[src/rtl/uart_transmitter_if.sv]
// uart_transmitter_if: byte handshake between upstream logic and the UART transmitter
interface uart_transmitter_if;
    logic [7:0] i_data;
    logic       i_valid;
    logic       o_ready;

    modport master (output i_data, output i_valid, input o_ready);
    modport slave (input i_data, input i_valid, output o_ready);
endinterface

[src/rtl/uart_transmitter.sv]
// uart_transmitter: 8N1 UART serialiser with valid/ready byte input; define UART_TX_PARITY_EN to add an even parity bit
module uart_transmitter #(
    parameter int CYCLES_PER_BIT = 22274,
    parameter int DATA_BITS      = 8
) (
    input  logic              clk,
    input  logic              i_reset_n,
    uart_transmitter_if.slave bus,
    output logic              o_tx,
    output logic              o_busy
);
    localparam int CW = $clog2(CYCLES_PER_BIT);

    typedef enum logic [2:0] {
        ST_IDLE,
        ST_START,
        ST_DATA,
`ifdef UART_TX_PARITY_EN
        ST_PARITY,
`endif
        ST_STOP
    } state_t;

    state_t               state, state_d;
    logic [CW-1:0]        cnt, cnt_d;
    logic [2:0]           idx, idx_d;
    logic [DATA_BITS-1:0] shift, shift_d;
    logic                 tx_d;
    logic                 tc;

    assign tc          = cnt == CW'(CYCLES_PER_BIT - 1);
    assign bus.o_ready = state == ST_IDLE;
    assign o_busy      = state != ST_IDLE;

    // state, bit timer, shift register and the registered line
    always_ff @(posedge clk or negedge i_reset_n) begin
        if (!i_reset_n) begin
            state <= ST_IDLE;
            cnt   <= '0;
            idx   <= '0;
            shift <= '0;
            o_tx  <= 1'b1;
        end else begin
            state <= state_d;
            cnt   <= cnt_d;
            idx   <= idx_d;
            shift <= shift_d;
            o_tx  <= tx_d;
        end
    end

    // next bit is chosen on the terminal-count edge so each bit lasts exactly CYCLES_PER_BIT cycles
    always_comb begin
        state_d = state;
        idx_d   = idx;
        shift_d = shift;
        tx_d    = o_tx;
        cnt_d   = (state == ST_IDLE || tc) ? '0 : cnt + CW'(1);
        case (state)
            ST_IDLE: begin
                if (bus.i_valid) begin
                    state_d = ST_START;
                    shift_d = bus.i_data;
                    tx_d    = 1'b0;
                end
            end
            ST_START: begin
                if (tc) begin
                    state_d = ST_DATA;
                    idx_d   = '0;
                    tx_d    = shift[0];
                end
            end
            ST_DATA: begin
                if (tc && idx == 3'(DATA_BITS - 1)) begin
                    idx_d   = '0;
`ifdef UART_TX_PARITY_EN
                    state_d = ST_PARITY;
                    tx_d    = ^shift;
`else
                    state_d = ST_STOP;
                    tx_d    = 1'b1;
`endif
                end else if (tc) begin
                    idx_d = idx + 3'd1;
                    tx_d  = shift[idx + 3'd1];
                end
            end
`ifdef UART_TX_PARITY_EN
            ST_PARITY: begin
                if (tc) begin
                    state_d = ST_STOP;
                    tx_d    = 1'b1;
                end
            end
`endif
            ST_STOP: begin
                if (tc) begin
                    state_d = ST_IDLE;
                    tx_d    = 1'b1;
                end
            end
            default: begin
                state_d = ST_IDLE;
                tx_d    = 1'b1;
            end
        endcase
    end
endmodule

[src/flat_wrapper.sv]
// flat-port wrapper written by rule: the top's interface ports become plain ports
module uart_transmitter_flat 
#(
    parameter int CYCLES_PER_BIT = 22274,
    parameter int DATA_BITS      = 8
)
  (clk, i_reset_n, o_tx, o_busy, bus_i_data, bus_i_valid, bus_o_ready);
  uart_transmitter_if bus_i ();
  input  logic clk;
  input  logic i_reset_n;
  output logic o_tx;
  output logic o_busy;
  input wire logic [$bits(bus_i.i_data)-1:0] bus_i_data;
  input wire logic [$bits(bus_i.i_valid)-1:0] bus_i_valid;
  output wire logic [$bits(bus_i.o_ready)-1:0] bus_o_ready;
  assign bus_i.i_data = bus_i_data;
  assign bus_i.i_valid = bus_i_valid;
  assign bus_o_ready = bus_i.o_ready;
  uart_transmitter #(.CYCLES_PER_BIT(CYCLES_PER_BIT), .DATA_BITS(DATA_BITS)) u_core (.clk(clk), .i_reset_n(i_reset_n), .bus(bus_i), .o_tx(o_tx), .o_busy(o_busy));
endmodule
[config.mk]
export PLATFORM = sky130hd
export DESIGN_NAME = uart_transmitter_flat
export DESIGN_NICKNAME = d
export VERILOG_FILES = /design/src/rtl/uart_transmitter_if.sv /design/src/rtl/uart_transmitter.sv /design/src/flat_wrapper.sv
export SDC_FILE = /design/constraint.sdc
export NUM_CORES = 1
export LEC_CHECK = 0
export ABC_CLOCK_PERIOD_IN_PS = 3500
export CAP_MARGIN = 5
export CORE_AREA = 4 4 55 57
export CTS_CLUSTER_DIAMETER = 30
export CTS_CLUSTER_SIZE = 25
export DETAILED_ROUTE_END_ITERATION = 10
export DIE_AREA = 0 0 59 61
export PLACE_DENSITY = 0.81
export SLEW_MARGIN = 5
export SYNTH_ARGS = -nofsm -noshare
export SYNTH_HDL_FRONTEND = slang
export SYNTH_SLANG_ARGS = --single-unit
[constraint.sdc]
create_clock -name clk -period 3.5 [get_ports clk]
set_clock_uncertainty 0.15 [all_clocks]
set_input_delay 0.7 -clock clk [delete_from_list [all_inputs] [get_ports clk]]
set_output_delay 0.7 -clock clk [all_outputs]
set_load 0.02 [all_outputs]
Yosys cells after proc, flatten, opt, wreduce, memory -nomap -nowiden
Index checks and enable logic that the tools add are counted.
- register bits: 30
- logic and storage cells: 44
- add/subtract/negate cells: 2
- mux-type cells: 17
- order comparisons: 1
- reduce and logical (&&, ||, !) cells: 9
- eq/ne operators: 10
- operator list (operator ; number):
    $mux 3 ; 6
    $add 15x1->15 const B ; 1
    $eq 15x15->1 const B ; 1
    $mux 15 ; 1
    $pmux 3 s4 ; 1
    $reduce_and 4->1 ; 2
    $eq 3x2->1 const B ; 2
    $mux 1 ; 6
    $ne 2x1->1 const B ; 3
    $pmux 3 s2 ; 1
    $lt 3x4->1 const B ; 1
    $pmux 1 s4 ; 1
    $add 3x1->3 const B ; 1
    $bmux 1 s3 ; 1
    $eq 3x1->1 const B ; 1
    $eq 3x3->1 const B ; 1
    $logic_not 3->1 ; 1
    $ne 3x1->1 const B ; 1
    $reduce_and 3->1 ; 1
    $reduce_bool 3->1 ; 1
    $ne 2x2->1 const B ; 1
    $reduce_and 2->1 ; 1
    $reduce_bool 2->1 ; 1
    $logic_and 1x1->1 ; 1
    $logic_or 1x1->1 ; 1

Depth between registers and ports, before layout
- depth after elaboration: 6
- mapped depth: 8
- mapped depth without buffers: 7

Worst setup path before layout
Ideal clock, no wire load.
- path type: reg2reg
- start: register u_core.cnt[2]
- end: register u_core.state[1]
- arrival time: 1933 ps
- setup slack: 1289 ps
- period minus slack after synthesis: 2211 ps
- library setup time: 127 ps
- required time: 3223 ps
- cell stages (with the launch flop): 6
- cell sequence: dfrtp_1 or4b_4 nor4_4 o22a_2 and2b_1 mux2_1
- cells in the longest elaborated chain, start to end: 4
- elaborated cells between the ends (all ways): 6
- classes of those cells: eq/ne (4); reduce/logical (2)
- ends and longest elaborated chain (item ; line ; source):
    start, declared ; uart_transmitter.sv:25 ; logic [CW-1:0] cnt, cnt_d;
    start signal, assigned ; uart_transmitter.sv:45 ; cnt <= cnt_d;
    $eq 15x15->1 (*) ; uart_transmitter.sv:31 ; assign tc = cnt == CW'(CYCLES_PER_BIT - 1);
    $logic_and 1x1->1 ; uart_transmitter.sv:75 ; if (tc && idx == 3'(DATA_BITS - 1)) begin
    $ne 2x1->1 (no source line) ; - ;
    $reduce_and 4->1 (no source line) (*) ; - ;
    end signal, assigned ; uart_transmitter.sv:44 ; state <= state_d;
    end, declared ; uart_transmitter.sv:24 ; state_t state, state_d;
Every way passes the cells marked *; elsewhere a longest branch is shown, timed or not.
A chain may end at the register's enable or synchronous reset.

Worst setup path after layout
- start: register u_core.state[0]
- end: output port o_busy
- cells in the longest elaborated chain, start to end: 1
- ends and longest elaborated chain (item ; line ; source):
    $reduce_bool 3->1 ; uart_transmitter.sv:33 ; assign o_busy = state != ST_IDLE;
    end, declared ; flat_wrapper.sv:12 ; output logic o_busy;
Every way passes these cells.

==> metrics.yaml <==
status:
  outcome: "complete, no violations"
synthesis:
  synth_largest_area_cell: "dfrtp_1"
  synthTopCellsByArea: "dfrtp_1 (47%), ha_1 (7.6%), mux2_2 (6.9%)"
  ys_seq_area_frac: 0.492
  yosys_warnings: 0
  synth_seq_cells: 29
  synth_top_area_frac: 0.475
  synth_cells: 128
  synth_nets: 148
  synth.cell_area_sq_um: 1480
  avgSynthCellArea_sq_um: 11.5
  ys_types: 32
setup_path:
  start_kind: "flip-flop"
  critPathMaxStageDelay_ns: 0.60
  crit_path_frequent_cell: "inv_1"
  worstPathArrival_ns: 1.82
  cp_slowest_cell: "clkdlybuf4s50_1"
  crit_required_ns: 2.65
  cp_cell_sequence: "inv_1 > ha_1 > inv_1 > clkdlybuf4s50_1"
  crit_type: "flip-flop to primary output"
  critical_path.endpoint_type: "primary output"
  path_max_fanout: 6
detailed_routing:
  dr_total_vias: 972
  ant_nets: 0
  drtPass1Iterations: 4
  totalWireLength_microns: 2620
  drt_iter0_markers: 40
  drc: 0
  wire_per_inst_microns: 14.8
  avgViaCountPerCell: 5.49
floorplanning:
  initial_utilization: 0.596
  fp.dieH_microns: 61
  io_pins: 14
  die_area_sq_um: 3600
  core_sq_um: 2480
  die_x_microns: 59
  rows: 18
final_layout:
  syn2layout_area_growth_pct: 14.7
  layout-drive-gt1-share: 0.156
  fillCellCount: 189
  diodes: 0
  multiInputGateArea_sq_um: 711
  fin_cells: 177
  regArea_sq_um: 727
  nNetsFinal: 167
  fin_util: 0.684
timing:
  grt_setup_unrepaired: "false"
  finalCriticalPeriod_ns: 2.67
  finalSetupTns_ns: 0
  max_freq_mhz: 375
  hold_violations: 0
  drv_slew: 0
  tightest_slew_ns: 0.474
  max_slew_margin: 0.681
  layout_setup_ws_ns: 0.833
  period_share: 0.762
  setup_viol: 0
  timing.hold.ws_ns: 0.357
clock_network:
  cts_resized: 0
  cts_buffers: 5
  cts-root-buf: "clkbuf_4"
  cts_tree: "yes"
  worstSkewPairLatency_ns: 0.33
  clock-sinks: 29
  post_cts_buffers: 0
  cts_max_level: 2
  cts_max_path_buffers: 2
  path_clk_slew_ns: 0.09
  hold_buffers: 0
placement:
  dp_cells: 170
  place_hpwl_microns: 1930
  gp_congestion: 0.898
  portBuffers: 13
  pre_cts_ws_ns: 1.14
pwr:
  pwr_density_cell_nw_per_um2: 680
  p_leak_uw: 0.000757
  irDropWorstVdd_mv: 0.513
grt:
  grt_overflow: 0
  antenna_found_initial: 0
  grt_max_degree: 30
  track_usage: 0.180
  grt_pass1_vias: 1003
  grt_pass1_wl_microns: 4710
flow_run:
  cap_violations: 0
min_path:
  hp-class: "flip-flop to flip-flop"
[registers in the layout, summed over array words and instances (netlist names)]
signal,count
u_core.shift,8
u_core.cnt,15
u_core.state,2
u_core.idx,3
u_core.o_tx,1
[kinds of logic (layout without fill, tap and decap cells)]
family                     after synthesis  after routing  synth area share
AOI/OAI and AO/OA                        8              8            0.0449
xor gates and xnor gates                13             13            0.0771
adders and majority gates                9              9            0.0763
buffers and inverters                    9             28            0.0263
DFF                                     29             29             0.492
muxes                                   12             12             0.107
and+or+nand+nor                         48             48             0.176
[worst paths after layout]
path                       cells past startpoint  slack (ns)                   startpoint                           to
max in group asynchronous                      2        2.31                    i_reset_n      u_core.o_tx$_DFFE_PN1P_
min reg2reg                                    1        0.36  u_core.shift[5]$_DFFE_PN0P_  u_core.shift[5]$_DFFE_PN0P_
min                                            1        0.36  u_core.shift[5]$_DFFE_PN0P_  u_core.shift[5]$_DFFE_PN0P_
max reg2reg                                    5        1.10      u_core.cnt[2]$_DFF_PN0_  u_core.state[1]$_DFFE_PN0P_
max                                            4        0.83  u_core.state[0]$_DFFE_PN0P_                       o_busy
min in group asynchronous                      2        0.59                    i_reset_n  u_core.shift[0]$_DFFE_PN0P_
[through the flow]
stage	area (sq um)	total power (uW)
global route	1690	1240
CTS	1690	1160
global placement	1640	924
finish	1690	1150
floorplan	1480	825
detailed placement	1640	954
[synthesized netlist by cell type]
cell type	instances
nand3_1	6
a221o_1	1
mux2_2	9
or4b_1	1
or2_2	1
o32a_1	1
or3_1	1
mux2_1	1
o22a_2	1
nor4_1	3
a221oi_1	1
and3_1	3
nor2_1	21
nand4bb_1	1
ha_1	9
o21ai_0	1
nor2b_1	2
nor4_4	1
nor3_1	2
dfrtp_1	28
buf_2	1
and2b_1	1
xnor2_1	10
xor2_1	3
inv_1	7
dfstp_2	1
buf_4	1
nand2_1	4
a22o_1	2
mux4_2	2
or4b_4	1
a21oi_1	1
[layout make-up]
class,instances,share of cell area
well taps,30,0.0222
repair buffers,14,0.0812
flip-flops and latches,29,0.429
inverters,7,0.0155
multi-input cells,90,0.419
clock buffers,7,0.0325
[worst max-delay path: cells and delay by family, from the launching register on]
family | cells | cell delay (ns)
flip-flops | 1 | 0.44
buffers and inverters | 3 | 0.77
adder cells (fa/ha/maj) | 1 | 0.27
[power by group]
group / internal (uW) / switching [uW] / leakage, uW
combinational: 223 / 220 / 0.000350
sequential: 430 / 73.0 / 0.000375
clock: 94.7 / 111 / 0.0000314
total: 748 / 404 / 0.000757
[metal layers]
metal  up-vias  part of all wire  GRT usage  wire length, microns
met5         -                 0          0                     0
met4         0             0.011     0.0583                    30
met3         4             0.050     0.0574                   130
met2        17              0.47      0.279                  1220
met1       468              0.47      0.240                  1230
li1        483                 -          -                     -
[layout by cell type, fill, tap and decap left out, drive strengths merged, types with 2 or more instances in the layout]
cell / netlist / layout
nand2: 4 / 4
clkdlybuf4s50: 0 / 13
and3: 3 / 3
xor2: 3 / 3
xnor2: 10 / 10
clkbuf: 0 / 7
nand3: 6 / 6
nor3: 2 / 2
nor2b: 2 / 2
dfrtp: 28 / 28
mux4: 2 / 2
or4b: 2 / 2
nor4: 4 / 4
inv: 7 / 7
ha: 9 / 9
a22o: 2 / 2
nor2: 21 / 21
mux2: 10 / 10
Note: power is estimated with default switching activity, not from simulation.
